$ cat config.mk
export PLATFORM = sky130hd
export DESIGN_NAME = cache_memory_arbiter
export DESIGN_NICKNAME = d
export VERILOG_FILES = /design/src/rtl/cache_memory_arbiter_pkg.sv /design/src/rtl/cache_memory_arbiter.sv
export SDC_FILE = /design/constraint.sdc
export NUM_CORES = 1
export LEC_CHECK = 0
export BUFFER_PORTS_ARGS = -buffer_cell sky130_fd_sc_hd__buf_2
export CORE_AREA = 2 2 562 564
export DETAILED_ROUTE_END_ITERATION = 8
export DIE_AREA = 0 0 564 566
export PLACE_DENSITY = 0.3
export SETUP_SLACK_MARGIN = 0.2
export SLEW_MARGIN = 20
export SYNTH_ARGS = -nofsm -noshare
export SYNTH_HDL_FRONTEND = slang
export SYNTH_SLANG_ARGS = --single-unit
export TNS_END_PERCENT = 10
$ cat constraint.sdc
create_clock -name clk -period 13.55 [get_ports clk]
set_input_delay 2.0325 -clock clk [delete_from_list [all_inputs] [get_ports clk]]
set_output_delay 2.0325 -clock clk [all_outputs]
set_load 0.05 [all_outputs]
$ cat src/rtl/cache_memory_arbiter_pkg.sv
// Shared arbiter types: FSM state encoding, requester identity, line alignment helper.
// Latency: none (types and a pure function only).
// Backpressure: not applicable.
package rv32i_types;

  typedef enum logic [1:0] {
    ARB_IDLE,
    ARB_ICACHE,
    ARB_DCACHE
  } arb_state_t;

  typedef enum logic {
    REQ_I,
    REQ_D
  } arb_req_t;

  // Clear the low offset bits so the memory port always sees a line address.
  function automatic logic [31:0] line_align(input logic [31:0] addr,
                                             input int unsigned offset_bits);
    logic [31:0] mask;
    mask = 32'hFFFF_FFFF << offset_bits;
    return addr & mask;
  endfunction

endpackage

$ cat src/rtl/cache_memory_arbiter.sv
// Serialises I-cache reads and D-cache reads/writes onto one memory line port, alternating on ties.
// Latency: grant registered in the request cycle, command next cycle, resp in the same cycle as pmem_resp.
// Backpressure: requests are held until *_resp; one idle cycle separates back-to-back transactions.
module cache_memory_arbiter
  import rv32i_types::*;
#(
  parameter int unsigned line_bits   = 256,
  parameter int unsigned offset_bits = 5
) (
  input  logic                 clk,
  input  logic                 rst,

  input  logic                 i_read,
  input  logic [31:0]          i_address,
  output logic [line_bits-1:0] i_rdata,
  output logic                 i_resp,

  input  logic                 d_read,
  input  logic                 d_write,
  input  logic [31:0]          d_address,
  input  logic [line_bits-1:0] d_wdata,
  output logic [line_bits-1:0] d_rdata,
  output logic                 d_resp,

  output logic                 pmem_read,
  output logic                 pmem_write,
  output logic [31:0]          pmem_address,
  output logic [line_bits-1:0] pmem_wdata,
  input  logic [line_bits-1:0] pmem_rdata,
  input  logic                 pmem_resp,

  output logic [31:0]          i_grant_count,
  output logic [31:0]          d_grant_count
);

  arb_state_t           state;
  arb_state_t           state_next;
  arb_req_t             last_grant;
  arb_req_t             grant_req;
  logic                 grant_vld;
  logic                 i_pend;
  logic                 d_pend;

  // Transaction registers: the memory port is driven only from these.
  logic [31:0]          addr_q;
  logic [line_bits-1:0] wdata_q;
  logic                 write_q;

  logic [31:0]          i_cnt;
  logic [31:0]          d_cnt;

  assign i_pend = i_read;
  assign d_pend = d_read | d_write;

  // Next-state and grant decode: only IDLE grants; a tie goes to whoever did not win last.
  always_comb begin
    state_next = state;
    grant_vld  = 1'b0;
    grant_req  = REQ_I;
    unique case (state)
      ARB_IDLE: begin
        if (i_pend && (!d_pend || last_grant == REQ_D)) begin
          grant_vld  = 1'b1;
          grant_req  = REQ_I;
          state_next = ARB_ICACHE;
        end else if (d_pend) begin
          grant_vld  = 1'b1;
          grant_req  = REQ_D;
          state_next = ARB_DCACHE;
        end
      end
      ARB_ICACHE, ARB_DCACHE: begin
        if (pmem_resp) begin
          state_next = ARB_IDLE;
        end
      end
      default: state_next = ARB_IDLE;
    endcase
  end

  // Output decode: memory command from latched state, resp gated to the owner.
  always_comb begin
    pmem_read    = 1'b0;
    pmem_write   = 1'b0;
    pmem_address = addr_q;
    pmem_wdata   = wdata_q;
    i_resp       = 1'b0;
    d_resp       = 1'b0;
    unique case (state)
      ARB_ICACHE: begin
        pmem_read = 1'b1;
        i_resp    = pmem_resp;
      end
      ARB_DCACHE: begin
        pmem_read  = ~write_q;
        pmem_write = write_q;
        d_resp     = pmem_resp;
      end
      default: begin
        pmem_read  = 1'b0;
        pmem_write = 1'b0;
      end
    endcase
  end

  // Read data is shared; only the resp pulse distinguishes the owner.
  assign i_rdata       = pmem_rdata;
  assign d_rdata       = pmem_rdata;
  assign i_grant_count = i_cnt;
  assign d_grant_count = d_cnt;

  // State, transaction latch and per-requester completion counters.
  always_ff @(posedge clk or posedge rst) begin
    if (rst) begin
      state      <= ARB_IDLE;
      last_grant <= REQ_D;
      addr_q     <= '0;
      wdata_q    <= '0;
      write_q    <= 1'b0;
      i_cnt      <= '0;
      d_cnt      <= '0;
    end else begin
      state <= state_next;
      if (grant_vld) begin
        last_grant <= grant_req;
        addr_q     <= line_align((grant_req == REQ_I) ? i_address : d_address, offset_bits);
        wdata_q    <= d_wdata;
        // A write wins over a read when the D-cache raises both.
        write_q    <= (grant_req == REQ_D) && d_write;
      end
      if (i_resp) begin
        i_cnt <= i_cnt + 32'd1;
      end
      if (d_resp) begin
        d_cnt <= d_cnt + 32'd1;
      end
    end
  end

endmodule

==> flow_summary_export.csv <==
group,metric,value,unit
power,powerDensity,288,nW/um^2
route,routedWlPerCell,21.5,um
sta,whs,0.459,ns
floorplan,ios,1450,
status,status,"finished, final reports clean",
setup_path,crit_family,"buffers and inverters",
floorplan,core,313000,um^2
logic_synthesis,synthDistinctLibCells,37,
setup_path,endpoint_kind,"output pin",
place,preCtsSetupSlack,8.13,ns
floorplan,row_count,206,
power,leakage,0.00982,uW
place,dp.cells,5756,
sta,relSlewSlack,30.2,%
grt,grt_max_degree,68,
run,cap_violations,0,
power,intPower,3280,uW
sta,grt_setup_unrepaired,"false",
logic_synthesis,synthCells,1470,
place,post-dp-hpwl,108,mm
power,p_clk_share,21.3,%
place,io_buffers,666,
setup_path,critPathBufInv,3,
cells_and_area,final_layout_size_suffix_gt1_share,61.5,%
setup_path,path_class,"input pin to output pin",
setup_path,critPathLaunchType,"input pin",
power,ir_worst_vdd,0.000140,V
sta,fin_ws,8.65,ns
power,seqPwrFrac,25.4,%
worst_hold_path,hp-class,"flip-flop to flip-flop",
clock_tree,cts_tree,"done",
floorplan,initial_core_util,5.67,%
clock_tree,path_clk_slew,0.06,ns
sta,fin_tns_setup,0,ns
clock_tree,postCtsHoldBufs,0,
route,drc,0,
grt,overflow,0,
route,dr.pass1.iters,4,
place,gp_congestion,0.822,
logic_synthesis,syn_area,17800,um^2
sta,layout_min_cycle_time,4.90,ns
route,postRouteAntennaNets,0,
setup_path,cpPeakStageDelay,0.30,ns
cells_and_area,syn_to_final_growth,36.3,%
sta,hold_viol_final,0,
route,vias,11800,
logic_synthesis,seq_area_frac_synth,49.5,%
setup_path,crit_required,11.52,ns
logic_synthesis,ys_ff_latch,351,
power,comb_power_share,53.3,%
clock_tree,post-cts-setup-buffers,0,
route,drt-vias-per-instance,2.01,
clock_tree,root_buffer,"clkbuf_16",
setup_path,cpMaxStageDelayCell,"buf_2",
clock_tree,clk_path_buf_depth,3,
sta,clock.fmax,204,MHz
clock_tree,htree_levels,2,
sta,tightest_slew,1.04,ns
clock_tree,clock_sinks,351,
floorplan,die-area,319000,um^2
sta,drv_slew,0,
sta,finalCritPeriodShare,36.2,%
grt,antenna_found_initial,61,
clock_tree,clkLatencyLatePin,0.70,ns
cells_and_area,fin_cells,5865,
power,power,6960,uW
setup_path,critical_path.most_common_cell,"buf_2",
clock_tree,cts_resized,0,
setup_path,worstPathMaxFanout,8,
power,p_sw,3680,uW
cells_and_area,fill_cells,36800,
setup_path,worstPathCellList,"buf_2, nand2_1, inv_1, buf_2",
clock_tree,numCtsBuffers,52,
setup_path,worstPathArrival,2.87,ns
grt,grt_pass1_wl,155,mm
power,p_sw_share,52.9,%
sta,setup_viol,0,
floorplan,die-height,566,um
grt,track_usage,7.68,%
floorplan,dieWidth,564,um
cells_and_area,nNetsFinal,2237,
route,routed_wl,126,mm
grt,grt_pass1_vias,12700,
logic_synthesis,postSynthAreaPerCell,12.1,um^2
logic_synthesis,synth_warnings,0,
route,initialDrtViolationCount,451,
sta,skew,0.0389,ns
==> cells in the mapped netlist, drive strengths merged <==
master	number	area share, %
dfrtp	350	49
o21a	2	0.085
a21boi	1	0.042
ha	5	0.35
or4	5	0.25
dfstp	1	0.15
o32ai	2	0.099
mux2i	27	1.5
inv	10	0.21
nor4	6	0.32
nand3	27	0.76
mux2	258	16
and3	6	0.21
nor2b	2	0.070
o21ai	29	0.82
a21oi	1	0.028
and4	4	0.20
nand4	17	0.68
xnor2	33	1.6
clkbuf	11	0.23
xor2	29	1.4
or2	2	0.070
o31ai	1	0.042
nor3	20	0.71
nor2	14	0.30
conb	1	0.021
a22o	2	0.099
and2	2	0.070
nand2	54	1.1
buf	548	23
==> state kept, by name (all words and copies together) (netlist names) <==
register and count:
write_q 1, pmem_address 27, last_grant 1, pmem_wdata 256
state 2, i_grant_count 32, d_grant_count 32
==> power groups by stage <==
stage | logic, uW | clock network (uW) | registers, uW
finish | 3710 | 1480 | 1770
global route | 3950 | 1610 | 1830
CTS | 3820 | 1580 | 1780
detailed placement | 3820 | 0 | 1780
global placement | 3820 | 0 | 1770
floorplan | 1290 | 0 | 3320
==> through the flow <==
stage | utilization, % | instance area [um^2]
3_5_place_dp | 7.14 | 22400
5_1_grt | 7.71 | 24200
4_1_cts | 7.71 | 24200
6_report | 7.72 | 24200
3_3_place_gp | 7.14 | 22400
2_1_floorplan | - | 17800
==> cell families (layout without fill, tap and decap cells) <==
group	Yosys count	count (layout)	share of synthesized area [%]
DFF	351	351	49.5
buffers and inverters	569	785	23.2
AOI/OAI and AO/OA	38	38	1.21
and+or+nand+nor	159	159	4.78
muxes	285	285	17.9
xor gates and xnor gates	62	62	3.06
other	1	20	0.0211
adders and majority gates	5	5	0.352
==> layer usage <==
| layer | track usage, % | share of wire (%) |
|---|---|---|
| met5 | 0.979 | 0.28 |
| met4 | 3.84 | 5.8 |
| met3 | 6.89 | 20 |
| met2 | 11.7 | 43 |
| met1 | 6.84 | 31 |
==> cells in the final DEF, fill, tap and decap left out, types with 5 or more instances in the layout <==
master / instances
buf_2: 666
dfrtp_1: 350
mux2_2: 258
nand2_1: 54
clkbuf_16: 54
xnor2_1: 33
xor2_1: 29
o21ai_0: 28
mux2i_1: 27
nand3_1: 27
nand4_1: 16
nor3_1: 16
diode_2: 15
buf_4: 15
nor2_1: 14
inv_1: 9
clkbuf_1: 9
clkinv_2: 9
clkbuf_8: 7
and3_1: 6
bufinv_16: 6
ha_1: 5
conb_1: 5
clkinvlp_4: 5
==> area by class of cell <==
cell class / instances / area [um^2] / area share, %
diodes: 15 / 37.5 / 0.155
clock buffers: 70 / 1480 / 6.12
clock inverters: 24 / 305 / 1.26
inverters: 10 / 45.0 / 0.186
multi-input cells: 554 / 4890 / 20.2
flip-flops and latches: 351 / 8780 / 36.3
well taps: 4160 / 5200 / 21.5
repair buffers: 681 / 3450 / 14.2
==> path summary, 6_finish.rpt <==
kind,depth (start not counted),endpoint,from,slack (ns)
worst max register to register,7,pmem_wdata[1],state[0],9.83
min in group asynchronous,2,pmem_address[30],rst,1.39
max in group asynchronous,5,pmem_wdata[172],rst,9.58
worst max-delay path,4,d_resp,pmem_resp,8.65
worst min register to register,1,i_grant_count[31],i_grant_count[31],0.46
worst min-delay path,1,i_grant_count[31],i_grant_count[31],0.46
(Power assumes the default switching activity.)
